==> src/rtl/serial_scan_pkg.sv <==
// Shared encodings for the serial "11" scan controller and its detector core.
package serial_scan_pkg;

    typedef enum logic [1:0] {
        ST_IDLE  = 2'd0,
        ST_SHIFT = 2'd1,
        ST_DONE  = 2'd2
    } scan_state_e;

    // Detector states: B means the previous serial bit was 1.
    localparam logic DET_A = 1'b0;
    localparam logic DET_B = 1'b1;

endpackage

==> src/rtl/pair_detect_core.sv <==
// Two-state Mealy "11" detector with synchronous clear and advance enable.
module pair_detect_core
    import serial_scan_pkg::*;
(
    input  logic clk,
    input  logic rst,
    input  logic clr,
    input  logic en,
    input  logic w,
    output logic z
);

    logic state_q;
    logic state_d;

    always_comb begin
        state_d = state_q;
        if (clr)
            state_d = DET_A;
        else if (en)
            state_d = w ? DET_B : DET_A;
    end

    always_ff @(posedge clk) begin
        if (rst)
            state_q <= DET_A;
        else
            state_q <= state_d;
    end

    assign z = w & (state_q == DET_B);

endmodule

==> src/rtl/serial_pair_scan_ctrl.sv <==
// Shifts a captured word MSB-first through the "11" detector, counting
// overlapping matches and the index of the first one; pulses done at the end.
module serial_pair_scan_ctrl
    import serial_scan_pkg::*;
#(
    parameter int WIDTH = 8,
    parameter int CNT_W = $clog2(WIDTH)
) (
    input  logic             clk,
    input  logic             rst,
    input  logic             start,
    input  logic [WIDTH-1:0] data_in,
    output logic             ready,
    output logic             busy,
    output logic             w,
    output logic             z,
    output logic             done,
    output logic             found,
    output logic [CNT_W-1:0] match_count,
    output logic [CNT_W-1:0] first_pos
);

    scan_state_e      state_q;
    logic [WIDTH-1:0] shreg_q;
    logic [CNT_W-1:0] idx_q;
    logic [CNT_W-1:0] cnt_q, cnt_d;
    logic [CNT_W-1:0] fpos_q, fpos_d;
    logic             ready_q, busy_q, done_q, found_q;
    logic [CNT_W-1:0] match_count_q, first_pos_q;

    logic accept;
    logic last_bit;
    logic det_z;

    assign accept   = start & ready_q;
    assign last_bit = (idx_q == CNT_W'(WIDTH - 1));

    // Serial bit is forced low outside SHIFT so the detector sees nothing.
    assign w = busy_q & shreg_q[WIDTH-1];
    assign z = det_z;

    pair_detect_core u_det (
        .clk (clk),
        .rst (rst),
        .clr (accept),
        .en  (busy_q),
        .w   (w),
        .z   (det_z)
    );

    always_comb begin
        cnt_d  = cnt_q + CNT_W'(det_z);
        fpos_d = fpos_q;
        if (det_z && (cnt_q == '0))
            fpos_d = idx_q;
    end

    always_ff @(posedge clk) begin
        if (rst) begin
            state_q       <= ST_IDLE;
            shreg_q       <= '0;
            idx_q         <= '0;
            cnt_q         <= '0;
            fpos_q        <= '0;
            ready_q       <= 1'b1;
            busy_q        <= 1'b0;
            done_q        <= 1'b0;
            found_q       <= 1'b0;
            match_count_q <= '0;
            first_pos_q   <= '0;
        end else begin
            done_q <= 1'b0;
            case (state_q)
                ST_IDLE, ST_DONE: begin
                    if (start) begin
                        shreg_q <= data_in;
                        idx_q   <= '0;
                        cnt_q   <= '0;
                        fpos_q  <= '0;
                        state_q <= ST_SHIFT;
                        ready_q <= 1'b0;
                        busy_q  <= 1'b1;
                    end else begin
                        state_q <= ST_IDLE;
                        ready_q <= 1'b1;
                        busy_q  <= 1'b0;
                    end
                end
                ST_SHIFT: begin
                    shreg_q <= {shreg_q[WIDTH-2:0], 1'b0};
                    idx_q   <= idx_q + 1'b1;
                    cnt_q   <= cnt_d;
                    fpos_q  <= fpos_d;
                    if (last_bit) begin
                        // Visible results change only here and hold until the next completion.
                        state_q       <= ST_DONE;
                        ready_q       <= 1'b1;
                        busy_q        <= 1'b0;
                        done_q        <= 1'b1;
                        found_q       <= (cnt_d != '0);
                        match_count_q <= cnt_d;
                        first_pos_q   <= fpos_d;
                    end
                end
                default: begin
                    state_q <= ST_IDLE;
                    ready_q <= 1'b1;
                    busy_q  <= 1'b0;
                end
            endcase
        end
    end

    assign ready       = ready_q;
    assign busy        = busy_q;
    assign done        = done_q;
    assign found       = found_q;
    assign match_count = match_count_q;
    assign first_pos   = first_pos_q;

endmodule

==> config.mk <==
export PLATFORM = sky130hd
export DESIGN_NAME = serial_pair_scan_ctrl
export DESIGN_NICKNAME = d
export VERILOG_FILES = /design/src/rtl/serial_scan_pkg.sv /design/src/rtl/pair_detect_core.sv /design/src/rtl/serial_pair_scan_ctrl.sv
export SDC_FILE = /design/constraint.sdc
export NUM_CORES = 1
export LEC_CHECK = 0
export CORE_MARGIN = 1
export CORE_UTILIZATION = 54
export DETAILED_ROUTE_END_ITERATION = 16
export PLACE_DENSITY = 0.91
export RECOVER_POWER = 50
export SLEW_MARGIN = 30
export SYNTH_ARGS = -nofsm -noshare
export SYNTH_HDL_FRONTEND = slang
export SYNTH_SLANG_ARGS = --single-unit
export TNS_END_PERCENT = 30
==> constraint.sdc <==
create_clock -name clk -period 4.24 [get_ports clk]
set_clock_uncertainty 0.05 [all_clocks]
set_input_delay 0.424 -clock clk [delete_from_list [all_inputs] [get_ports clk]]
set_output_delay 0.424 -clock clk [all_outputs]
set_load 0.005 [all_outputs]
==> flow_results.xml, run 1 <==
<?xml version="1.0" encoding="UTF-8"?>
<metrics>
  <group name="floorplan">
    <metric name="starting_density_of_the_core" unit="">0.6005</metric>
    <metric name="design.core.area" unit="um2">2042</metric>
    <metric name="die_w" unit="um">49.65</metric>
    <metric name="io_pins" unit="">23</metric>
    <metric name="rows" unit="">16</metric>
    <metric name="die_y" unit="um">49.65</metric>
    <metric name="full_die_area" unit="um2">2465</metric>
  </group>
  <group name="clock_tree">
    <metric name="clkLatencyLatePin" unit="ps">330</metric>
    <metric name="cts_made_buffers" unit="">5</metric>
    <metric name="postCtsSetupBuffers" unit="">0</metric>
    <metric name="path_clk_slew" unit="ps">100</metric>
    <metric name="post_cts_resized" unit="">0</metric>
    <metric name="cts_tree" unit="">built</metric>
    <metric name="ctsLongestPathBuffers" unit="">2</metric>
    <metric name="cts_hold_buf" unit="">0</metric>
    <metric name="cts-htree-levels" unit="">2</metric>
    <metric name="clock_sink_count" unit="">29</metric>
    <metric name="root_buffer" unit="">sky130_fd_sc_hd__clkbuf_4</metric>
  </group>
  <group name="timing">
    <metric name="finalWorstPathRequiredPeriod" unit="ps">2218</metric>
    <metric name="timing.max_slew.rel_slack" unit="">0.4330</metric>
    <metric name="tightestPinTransition" unit="ps">850.6</metric>
    <metric name="timing_max_transition_violations_final" unit="">0</metric>
    <metric name="rsz0062_at_grt" unit="">no</metric>
    <metric name="period_share" unit="">0.5232</metric>
    <metric name="maxClockFrequency" unit="MHz">450.8</metric>
    <metric name="final.setup.tns" unit="ps">0</metric>
    <metric name="report.final.setup_viol" unit="">0</metric>
    <metric name="finalHoldViolations" unit="">0</metric>
  </group>
  <group name="status">
    <metric name="run_status" unit="">complete, no violations</metric>
  </group>
  <group name="synth">
    <metric name="postSynth.asyncResetShare" unit="">0</metric>
    <metric name="synth_most_common_cell" unit="">sky130_fd_sc_hd__dfxtp_1</metric>
    <metric name="synth_largest_type_area_fraction" unit="">0.4735</metric>
    <metric name="synth-warning-count" unit="">0</metric>
    <metric name="synth-main-ff-cell" unit="">sky130_fd_sc_hd__dfxtp_1</metric>
    <metric name="post_synth_main_area_contributors" unit="">sky130_fd_sc_hd__dfxtp_1 (47%), sky130_fd_sc_hd__mux2i_1 (7.3%), sky130_fd_sc_hd__nor2_1 (6.1%)</metric>
    <metric name="synth.avg_cell_area" unit="um2">9.083</metric>
    <metric name="yosysSeqAreaShare" unit="">0.4735</metric>
    <metric name="synth-seq-cells" unit="">29</metric>
    <metric name="netlist_top_cells_count" unit="">sky130_fd_sc_hd__dfxtp_1 (29), sky130_fd_sc_hd__nor2_1 (20), sky130_fd_sc_hd__nor3_1 (10), sky130_fd_sc_hd__mux2i_1 (9)</metric>
    <metric name="number_of_enable_type_register_cells_in_the_synthesized_netlist" unit="">0</metric>
    <metric name="syn-cell-area" unit="um2">1226</metric>
    <metric name="yosys.cell_types.count" unit="">27</metric>
    <metric name="yosys.area.top_type" unit="">sky130_fd_sc_hd__dfxtp_1</metric>
    <metric name="netlist_instances" unit="">135</metric>
    <metric name="synthesis.nets" unit="">150</metric>
  </group>
  <group name="global_routing">
    <metric name="grt_pass1_vias" unit="">968</metric>
    <metric name="grt_first_pass_wirelength" unit="mm">4.236</metric>
    <metric name="globalRoute.totalOverflow" unit="">0</metric>
    <metric name="gr-usage-all-layers" unit="">0.2294</metric>
    <metric name="largest_net_degree_at_the_start_of_global_routing" unit="">30</metric>
    <metric name="grt_antenna_before_repair" unit="">0</metric>
  </group>
  <group name="detailed_routing">
    <metric name="vias_per_cell" unit="">5.615</metric>
    <metric name="initialDrtViolationCount" unit="">23</metric>
    <metric name="detail-route-antenna-nets" unit="">0</metric>
    <metric name="vias" unit="">1022</metric>
    <metric name="route.detailed.drc" unit="">0</metric>
    <metric name="wl" unit="mm">2.529</metric>
    <metric name="avgRoutedWirePerCell" unit="um">13.90</metric>
    <metric name="first_pass_iters" unit="">4</metric>
  </group>
  <group name="run">
    <metric name="maximum_capacitance_violations" unit="">0</metric>
  </group>
  <group name="power">
    <metric name="leakagePower" unit="nW">0.5920</metric>
    <metric name="power-per-cell-area" unit="nW/um2">356.5</metric>
    <metric name="worst_ir_drop_vdd" unit="uV">359.8</metric>
  </group>
  <group name="worst_setup_path">
    <metric name="endpoint_kind" unit="">flip-flop</metric>
    <metric name="arrival_worst_endpoint" unit="ps">2370</metric>
    <metric name="timing.critical_path.required" unit="ps">4400</metric>
    <metric name="worstPathMaxFanout" unit="">22</metric>
    <metric name="start_to_end_type_of_the_worst_setup_path" unit="">reg -&gt; reg</metric>
    <metric name="startpoint_type" unit="">flip-flop</metric>
  </group>
  <group name="placed_design">
    <metric name="routabilityCongestion" unit="">0.8341</metric>
    <metric name="port_buffers" unit="">22</metric>
    <metric name="dp_cell_count" unit="">174</metric>
    <metric name="place_hpwl" unit="mm">1.788</metric>
  </group>
  <group name="finish">
    <metric name="final_cells" unit="">182</metric>
    <metric name="area_growth_syn_to_layout" unit="%">21.73</metric>
    <metric name="multi_input_area" unit="um2">589.3</metric>
    <metric name="insertedDiodeCount" unit="">0</metric>
    <metric name="design.final.nets" unit="">169</metric>
    <metric name="drive_above_1_share" unit="">0.07097</metric>
    <metric name="final_util" unit="">0.7310</metric>
    <metric name="area_occupied_by_registers" unit="um2">580.6</metric>
    <metric name="fill_cells" unit="">166</metric>
  </group>
  <group name="hold_path">
    <metric name="worst_hold_path_type" unit="">reg -&gt; reg</metric>
  </group>
</metrics>
## flip-flops by register name, summed over array words and instances, names as in the netlist
name           cells
cnt_q              3
done               1
first_pos          3
found              1
fpos_q             3
idx_q              3
match_count        3
ready              1
shreg_q            8
state_q            2
u_det.state_q      1
## cell families (layout without fill, tap and decap cells)
group | after synthesis | after routing | share of synthesized area
AO/OA/AOI/OAI | 22 | 22 | 0.1143
adder cells (fa/ha/maj) | 4 | 4 | 0.04082
XOR/XNOR | 1 | 1 | 0.007144
AND/OR/NAND/NOR | 59 | 59 | 0.2449
multiplexers | 9 | 9 | 0.07347
buffers and inverters | 11 | 31 | 0.04591
flip-flops | 29 | 29 | 0.4735
## layout make-up
cell class	instances	share of cell area
tap	27	0.02263
timing repair buffer	22	0.1442
multi-input combinational	95	0.3948
sequential	29	0.3889
clock inverter	1	0.003353
inverter	1	0.002515
clock buffer	7	0.04359
## through the flow
step | hold WS, ps | area, um2 | setup slack, ps | power [mW]
finish | 413.6 | 1493 | 2022 | 0.5322
global route | 450.6 | 1493 | 1841 | 0.5519
CTS | 423.2 | 1498 | 2065 | 0.5366
detailed placement | 407.3 | 1428 | 2056 | 0.3464
global placement | 399.7 | 1428 | 2217 | 0.3437
floorplan | 394.3 | 1226 | 2738 | 0.3270
## final timing paths
path | slack, ps | end | cells past startpoint | start
setup reg to reg | 2020 | found | 4 | state_q[0]
hold reg to reg | 410 | match_count[0] | 2 | match_count[0]
setup / recovery | 2020 | found | 4 | state_q[0]
hold / removal | 410 | match_count[0] | 2 | match_count[0]
## metal layers
metal	GRT usage	part of all wire	wire, um
met1	0.2813	0.47	1197
met5	0	0	0
met4	0.07619	0.013	33
met3	0.08333	0.036	91
met2	0.3694	0.48	1207
## layout by cell type (no fill, tap or decap), types with 2 or more instances in the layout
cell type	n
sky130_fd_sc_hd__dfxtp_1	29
sky130_fd_sc_hd__clkdlybuf4s50_1	11
sky130_fd_sc_hd__nor4_1	4
sky130_fd_sc_hd__o21ai_0	2
sky130_fd_sc_hd__nor3_1	10
sky130_fd_sc_hd__nand2_1	7
sky130_fd_sc_hd__mux2i_1	9
sky130_fd_sc_hd__a211oi_1	8
sky130_fd_sc_hd__ha_1	4
sky130_fd_sc_hd__clkbuf_8	2
sky130_fd_sc_hd__clkbuf_4	5
sky130_fd_sc_hd__a22oi_1	4
sky130_fd_sc_hd__and2_1	2
sky130_fd_sc_hd__dlygate4sd3_1	10
sky130_fd_sc_hd__nand2b_1	2
sky130_fd_sc_hd__nand3_1	7
sky130_fd_sc_hd__a21oi_1	8
sky130_fd_sc_hd__nor2_1	20
## power by group
group	switching, mW	total [mW]	internal, mW
registers	0.00696	0.289	0.282
logic	0.0269	0.0507	0.0238
clock network	0.0968	0.193	0.0960
## worst max-delay path: stages, from the launching register on
cell                      delay [ps]
sky130_fd_sc_hd__dfxtp_1         420
sky130_fd_sc_hd__and2b_1         710
sky130_fd_sc_hd__nand2_1         460
sky130_fd_sc_hd__nor4_1          370
sky130_fd_sc_hd__nor3_1           80
(Power assumes the default switching activity.)
==> run 2, diff against run 1 <==
--- a/config.mk
+++ b/config.mk
@@ -6,9 +6,9 @@
 export NUM_CORES = 1
 export LEC_CHECK = 0
 export CORE_MARGIN = 1
-export CORE_UTILIZATION = 54
+export CORE_UTILIZATION = 50
 export DETAILED_ROUTE_END_ITERATION = 16
-export PLACE_DENSITY = 0.91
+export PLACE_DENSITY = 0.86
 export RECOVER_POWER = 50
 export SLEW_MARGIN = 30
 export SYNTH_ARGS = -nofsm -noshare
==> constraint.sdc (replaced) <==
create_clock -name clk -period 2.1 [get_ports clk]
set_clock_uncertainty 0.05 [all_clocks]
set_input_delay 0.21 -clock clk [delete_from_list [all_inputs] [get_ports clk]]
set_output_delay 0.21 -clock clk [all_outputs]
set_load 0.005 [all_outputs]
==> flow_results.xml, run 2 (synthesized netlist as in run 1, its figures left out) <==
<?xml version="1.0" encoding="UTF-8"?>
<metrics>
  <group name="status">
    <metric name="run_status" unit="">complete, no violations</metric>
  </group>
  <group name="timing">
    <metric name="tightestPinTransition" unit="ps">551.7</metric>
    <metric name="rsz0062_at_grt" unit="">no</metric>
    <metric name="period_share" unit="">0.8497</metric>
    <metric name="finalHoldViolations" unit="">0</metric>
    <metric name="maxClockFrequency" unit="MHz">560.4</metric>
    <metric name="final.setup.tns" unit="ps">0</metric>
    <metric name="finalWorstPathRequiredPeriod" unit="ps">1784</metric>
    <metric name="report.final.setup_viol" unit="">0</metric>
    <metric name="timing.max_slew.rel_slack" unit="">0.6313</metric>
    <metric name="timing_max_transition_violations_final" unit="">0</metric>
  </group>
  <group name="clock_tree">
    <metric name="postCtsSetupBuffers" unit="">0</metric>
    <metric name="root_buffer" unit="">sky130_fd_sc_hd__clkbuf_4</metric>
    <metric name="path_clk_slew" unit="ps">90</metric>
    <metric name="ctsLongestPathBuffers" unit="">2</metric>
    <metric name="cts_tree" unit="">built</metric>
    <metric name="clkLatencyLatePin" unit="ps">330</metric>
    <metric name="cts_hold_buf" unit="">0</metric>
    <metric name="post_cts_resized" unit="">0</metric>
    <metric name="clock_sink_count" unit="">29</metric>
    <metric name="cts_made_buffers" unit="">5</metric>
    <metric name="cts-htree-levels" unit="">2</metric>
  </group>
  <group name="worst_setup_path">
    <metric name="startpoint_type" unit="">flip-flop</metric>
    <metric name="cp-endpoint" unit="">w</metric>
    <metric name="timing.critical_path.max_delay_family" unit="">buffers and inverters</metric>
    <metric name="worst_r2r_path_depth" unit="">5</metric>
    <metric name="critical_path.startpoint" unit="">state_q[0]</metric>
    <metric name="crit_reg_reg_startpoint" unit="">state_q[0]</metric>
    <metric name="critPathSlowestCell" unit="">sky130_fd_sc_hd__clkdlybuf4s50_1</metric>
    <metric name="crit_path_max_incr_delay" unit="ps">530</metric>
    <metric name="timing.critical_path.required" unit="ps">1840</metric>
    <metric name="worstReg2RegEnd" unit="">cnt_q[2]</metric>
    <metric name="crit_path_cell_trace" unit="">and2_1 &gt; clkdlybuf4s50_1</metric>
    <metric name="worst_path_bufs_invs" unit="">1</metric>
    <metric name="cp.depth" unit="">2</metric>
    <metric name="arrival_worst_endpoint" unit="ps">1520</metric>
    <metric name="setup.reg_to_reg.worst_slack" unit="ps">350</metric>
    <metric name="endpoint_kind" unit="">primary output</metric>
    <metric name="start_to_end_type_of_the_worst_setup_path" unit="">reg -&gt; out</metric>
    <metric name="worstPathMaxFanout" unit="">6</metric>
  </group>
  <group name="detailed_routing">
    <metric name="initialDrtViolationCount" unit="">20</metric>
    <metric name="wl" unit="mm">2.540</metric>
    <metric name="avgRoutedWirePerCell" unit="um">13.80</metric>
    <metric name="vias_per_cell" unit="">5.598</metric>
    <metric name="route.detailed.drc" unit="">0</metric>
    <metric name="detail-route-antenna-nets" unit="">0</metric>
    <metric name="first_pass_iters" unit="">4</metric>
    <metric name="vias" unit="">1030</metric>
  </group>
  <group name="finish">
    <metric name="final_cells" unit="">184</metric>
    <metric name="final_util" unit="">0.6626</metric>
    <metric name="drive_above_1_share" unit="">0.05769</metric>
    <metric name="area_growth_syn_to_layout" unit="%">21.84</metric>
    <metric name="max_flop_register" unit="">shreg_q</metric>
    <metric name="design.final.nets" unit="">171</metric>
    <metric name="largest_register_ff_count" unit="">8</metric>
    <metric name="insertedDiodeCount" unit="">0</metric>
    <metric name="fill_cells" unit="">181</metric>
    <metric name="commonest_non_fill_non_tap_cell_in_the_layout" unit="">sky130_fd_sc_hd__dfxtp_1</metric>
    <metric name="area_occupied_by_registers" unit="um2">580.6</metric>
    <metric name="multi_input_area" unit="um2">586.8</metric>
    <metric name="final_cell_mix" unit="">sky130_fd_sc_hd__dfxtp_1 (29), sky130_fd_sc_hd__nor2_1 (21), sky130_fd_sc_hd__clkdlybuf4s50_1 (12)</metric>
  </group>
  <group name="power">
    <metric name="netSwitchingFraction" unit="">0.2446</metric>
    <metric name="power.internal" unit="mW">0.7772</metric>
    <metric name="switching_power" unit="mW">0.2517</metric>
    <metric name="worst_ir_drop_vdd" unit="uV">390.9</metric>
    <metric name="leakagePower" unit="nW">0.5904</metric>
    <metric name="power-per-cell-area" unit="nW/um2">688.8</metric>
    <metric name="comb_power_share" unit="">0.102</metric>
    <metric name="p_seq_frac" unit="">0.566</metric>
    <metric name="clock_power_share" unit="">0.331</metric>
  </group>
  <group name="global_routing">
    <metric name="globalRoute.totalOverflow" unit="">0</metric>
    <metric name="grt_pass1_vias" unit="">1022</metric>
    <metric name="grt_first_pass_wirelength" unit="mm">4.409</metric>
    <metric name="largest_net_degree_at_the_start_of_global_routing" unit="">21</metric>
    <metric name="gr-usage-all-layers" unit="">0.2335</metric>
    <metric name="grt_antenna_before_repair" unit="">0</metric>
  </group>
  <group name="floorplan">
    <metric name="design.core.area" unit="um2">2255</metric>
    <metric name="rows" unit="">17</metric>
    <metric name="full_die_area" unit="um2">2654</metric>
    <metric name="die_y" unit="um">51.52</metric>
    <metric name="starting_density_of_the_core" unit="">0.5438</metric>
    <metric name="die_w" unit="um">51.52</metric>
    <metric name="io_pins" unit="">23</metric>
  </group>
  <group name="hold_path">
    <metric name="worst_hold_path_type" unit="">reg -&gt; reg</metric>
  </group>
  <group name="placed_design">
    <metric name="dp_cell_count" unit="">177</metric>
    <metric name="place_hpwl" unit="mm">1.799</metric>
    <metric name="routabilityCongestion" unit="">0.8022</metric>
    <metric name="port_buffers" unit="">22</metric>
  </group>
  <group name="run">
    <metric name="maximum_capacitance_violations" unit="">0</metric>
  </group>
</metrics>
-- run 2: worst register-to-register path, delay by kind of cell (launching register included) --
family,cells,cell delay (ps)
compound gates,2,290
simple gates,2,660
buf+inv,1,330
flops,1,360
-- run 2: area by class of cell --
| type | count | area share |
|---|---|---|
| multi-input cells | 95 | 0.3928 |
| flip-flops and latches | 29 | 0.3886 |
| repair buffers | 24 | 0.1558 |
| clock buffers | 7 | 0.03685 |
| inverters | 1 | 0.002513 |
| well taps | 28 | 0.02345 |
-- run 2: per-stage QoR --
stage | worst slack, ps | hold slack, ps | area [um2] | power (mW)
3_5_place_dp | 518.5 | 399.6 | 1444 | 0.7018
5_1_grt | 209.5 | 424.4 | 1494 | 1.079
6_report | 315.6 | 406.0 | 1494 | 1.029
2_1_floorplan | 597.8 | 260.1 | 1226 | 0.6602
3_3_place_gp | 537.2 | 396.4 | 1444 | 0.6971
4_1_cts | 312.3 | 412.1 | 1499 | 1.043
-- run 2: metal layers --
metal | up-vias | global-route usage | wire length [um]
li1 | 523 | - | -
met1 | 473 | 0.2638 | 1094
met2 | 29 | 0.3766 | 1255
met3 | 5 | 0.09064 | 144
met4 | 0 | 0.1261 | 45
met5 | - | 0 | 0
-- run 2: worst min-delay path by stage --
stage                     cells past startpoint      startpoint              to  slack (ps)
final                                         2  match_count[0]  match_count[0]         410
after global routing                          3      data_in[7]      shreg_q[7]         420
after CTS                                     2  match_count[0]  match_count[0]         410
after detailed placement                      2  match_count[0]  match_count[0]         400
after global placement                        2  match_count[1]  match_count[1]         400
after floorplan                               1           start   u_det.state_q         260
-- run 2: power by group through the flow --
stage / Sequential (mW) / Combinational (mW) / Clock (mW)
finish: 0.583 / 0.105 / 0.341
global route: 0.585 / 0.117 / 0.376
CTS: 0.582 / 0.108 / 0.352
detailed placement: 0.595 / 0.107 / 0
global placement: 0.594 / 0.103 / 0
floorplan: 0.591 / 0.0688 / 0
==> run 3, diff against run 2 <==
==> constraint.sdc (replaced) <==
create_clock -name clk -period 1.7 [get_ports clk]
set_clock_uncertainty 0.05 [all_clocks]
set_input_delay 0.17 -clock clk [delete_from_list [all_inputs] [get_ports clk]]
set_output_delay 0.17 -clock clk [all_outputs]
set_load 0.005 [all_outputs]
==> flow_results.xml, run 3 (synthesized netlist as in run 1, its figures left out) <==
<?xml version="1.0" encoding="UTF-8"?>
<metrics>
  <group name="timing">
    <metric name="timing_max_transition_violations_final" unit="">0</metric>
    <metric name="period_share" unit="">0.9425</metric>
    <metric name="worst_slack" unit="ps">97.82</metric>
    <metric name="finalHoldViolations" unit="">0</metric>
    <metric name="maxClockFrequency" unit="MHz">624.2</metric>
    <metric name="tightestPinTransition" unit="ps">296.9</metric>
    <metric name="final.setup.tns" unit="ps">0</metric>
    <metric name="rsz0062_at_grt" unit="">no</metric>
    <metric name="finalWorstPathRequiredPeriod" unit="ps">1602</metric>
    <metric name="report.final.setup_viol" unit="">0</metric>
    <metric name="timing.max_slew.rel_slack" unit="">0.8021</metric>
  </group>
  <group name="clock_tree">
    <metric name="clkLatencyLatePin" unit="ps">330</metric>
    <metric name="cts-htree-levels" unit="">2</metric>
    <metric name="postCtsSetupBuffers" unit="">0</metric>
    <metric name="ctsLongestPathBuffers" unit="">2</metric>
    <metric name="cts_made_buffers" unit="">5</metric>
    <metric name="clock_sink_count" unit="">29</metric>
    <metric name="cts_hold_buf" unit="">0</metric>
    <metric name="root_buffer" unit="">sky130_fd_sc_hd__clkbuf_4</metric>
    <metric name="path_clk_slew" unit="ps">90</metric>
    <metric name="cts_tree" unit="">built</metric>
  </group>
  <group name="worst_setup_path">
    <metric name="startpoint_type" unit="">flip-flop</metric>
    <metric name="timing.critical_path.max_delay_family" unit="">buffers and inverters</metric>
    <metric name="critPathSlowestCell" unit="">sky130_fd_sc_hd__clkdlybuf4s50_1</metric>
    <metric name="crit_path_max_incr_delay" unit="ps">500</metric>
    <metric name="start_to_end_type_of_the_worst_setup_path" unit="">reg -&gt; out</metric>
    <metric name="endpoint_kind" unit="">primary output</metric>
    <metric name="worst_path_bufs_invs" unit="">1</metric>
    <metric name="arrival_worst_endpoint" unit="ps">1380</metric>
    <metric name="timing.critical_path.required" unit="ps">1480</metric>
    <metric name="crit_path_cell_trace" unit="">and3_1 &gt; clkdlybuf4s50_1</metric>
    <metric name="worstPathMaxFanout" unit="">3</metric>
  </group>
  <group name="detailed_routing">
    <metric name="initialDrtViolationCount" unit="">23</metric>
    <metric name="first_pass_iters" unit="">4</metric>
    <metric name="vias" unit="">1053</metric>
    <metric name="wl" unit="mm">2.438</metric>
    <metric name="avgRoutedWirePerCell" unit="um">13.11</metric>
    <metric name="route.detailed.drc" unit="">0</metric>
    <metric name="vias_per_cell" unit="">5.661</metric>
    <metric name="detail-route-antenna-nets" unit="">0</metric>
  </group>
  <group name="power">
    <metric name="leakagePower" unit="nW">0.6194</metric>
    <metric name="totalPowerFinal" unit="mW">1.453</metric>
    <metric name="clock_power_share" unit="">0.403</metric>
    <metric name="switching_power" unit="mW">0.3215</metric>
    <metric name="comb_power_share" unit="">0.102</metric>
    <metric name="power-per-cell-area" unit="nW/um2">926.9</metric>
    <metric name="worst_ir_drop_vdd" unit="uV">1194</metric>
    <metric name="netSwitchingFraction" unit="">0.2212</metric>
    <metric name="p_seq_frac" unit="">0.495</metric>
    <metric name="power.internal" unit="mW">1.132</metric>
  </group>
  <group name="floorplan">
    <metric name="design.core.area" unit="um2">2255</metric>
    <metric name="die_w" unit="um">51.52</metric>
    <metric name="die_y" unit="um">51.52</metric>
    <metric name="io_pins" unit="">23</metric>
    <metric name="starting_density_of_the_core" unit="">0.5438</metric>
    <metric name="rows" unit="">17</metric>
    <metric name="full_die_area" unit="um2">2654</metric>
  </group>
  <group name="finish">
    <metric name="commonest_non_fill_non_tap_cell_in_the_layout" unit="">sky130_fd_sc_hd__dfxtp_1</metric>
    <metric name="fill_cells" unit="">173</metric>
    <metric name="drive_above_1_share" unit="">0.09494</metric>
    <metric name="final_cell_mix" unit="">sky130_fd_sc_hd__dfxtp_1 (28), sky130_fd_sc_hd__nor2_1 (20), sky130_fd_sc_hd__clkdlybuf4s50_1 (15)</metric>
    <metric name="area_growth_syn_to_layout" unit="%">27.86</metric>
    <metric name="design.final.nets" unit="">172</metric>
    <metric name="largest_register_ff_count" unit="">8</metric>
    <metric name="insertedDiodeCount" unit="">0</metric>
    <metric name="max_flop_register" unit="">shreg_q</metric>
  </group>
  <group name="status">
    <metric name="run_status" unit="">complete, no violations</metric>
  </group>
  <group name="hold_path">
    <metric name="worst_hold_path_type" unit="">in -&gt; reg</metric>
  </group>
  <group name="global_routing">
    <metric name="grt_first_pass_wirelength" unit="mm">4.188</metric>
    <metric name="grt_antenna_before_repair" unit="">0</metric>
    <metric name="largest_net_degree_at_the_start_of_global_routing" unit="">30</metric>
    <metric name="grt_pass1_vias" unit="">984</metric>
    <metric name="globalRoute.totalOverflow" unit="">0</metric>
    <metric name="gr-usage-all-layers" unit="">0.2193</metric>
  </group>
  <group name="placed_design">
    <metric name="place_worst_setup_slack" unit="ps">156.8</metric>
    <metric name="place_hpwl" unit="mm">1.732</metric>
    <metric name="routabilityCongestion" unit="">0.8281</metric>
    <metric name="port_buffers" unit="">22</metric>
  </group>
  <group name="run">
    <metric name="maximum_capacitance_violations" unit="">0</metric>
  </group>
</metrics>
-- run 3: timing repair --
| action | 4_1_cts | 5_1_grt |
|---|---|---|
| pin swaps | 0 | 0 |
| resized for setup | 1 | 2 |
| setup endpoints to repair | 1 | 6 |
-- run 3: layout make-up --
cell class / count / area [um2] / share of cell area
Clock inverter: 1 / 30.03 / 0.01915
Clock buffer: 7 / 55.05 / 0.03512
Tap cell: 28 / 35.03 / 0.02235
Multi-Input combinational cell: 95 / 594.3 / 0.3791
Inverter: 1 / 3.754 / 0.002394
Sequential cell: 29 / 581.8 / 0.3711
Timing Repair Buffer: 25 / 267.8 / 0.1708
-- run 3: final timing paths --
path / slack, ps / startpoint / depth (start not counted) / to
worst min-delay path: 380 / data_in[6] / 3 / shreg_q[6]
worst max-delay path: 100 / shreg_q[7] / 2 / z
worst min register to register: 410 / match_count[1] / 2 / match_count[1]
worst max register to register: 160 / shreg_q[7] / 5 / found
-- run 3: routing by layer --
layer  wire, um  part of all wire  up-vias  GRT usage
met4         40             0.016        0    0.09009
met5          0                 0        -          0
li1           -                 -      525          -
met3        154             0.063        5    0.09649
met1       1111              0.46      491     0.2637
met2       1131              0.46       32     0.3398
-- run 3: power groups by stage --
stage / Sequential, mW / Clock [mW] / Combinational (mW)
6_report: 0.720 / 0.585 / 0.148
5_1_grt: 0.724 / 0.626 / 0.163
4_1_cts: 0.719 / 0.595 / 0.148
3_5_place_dp: 0.735 / 0 / 0.147
3_3_place_gp: 0.733 / 0 / 0.142
2_1_floorplan: 0.731 / 0 / 0.0850
-- run 3: tightest hold or removal path: stages --
cell	delay, ps
sky130_fd_sc_hd__clkdlybuf4s50_1	400
sky130_fd_sc_hd__nor2_1	100
sky130_fd_sc_hd__a211oi_1	50
-- run 3: stage by stage --
step                cell area [um2]  hold slack, ps  utilization  cells
finish                         1568           382.1       0.6953    186
global route                   1568           389.4       0.6953    186
CTS                            1564           373.4       0.6937    186
detailed placement             1476           399.7       0.6548    178
global placement               1476           395.3       0.6548    178
floorplan                      1226           220.1            -    135
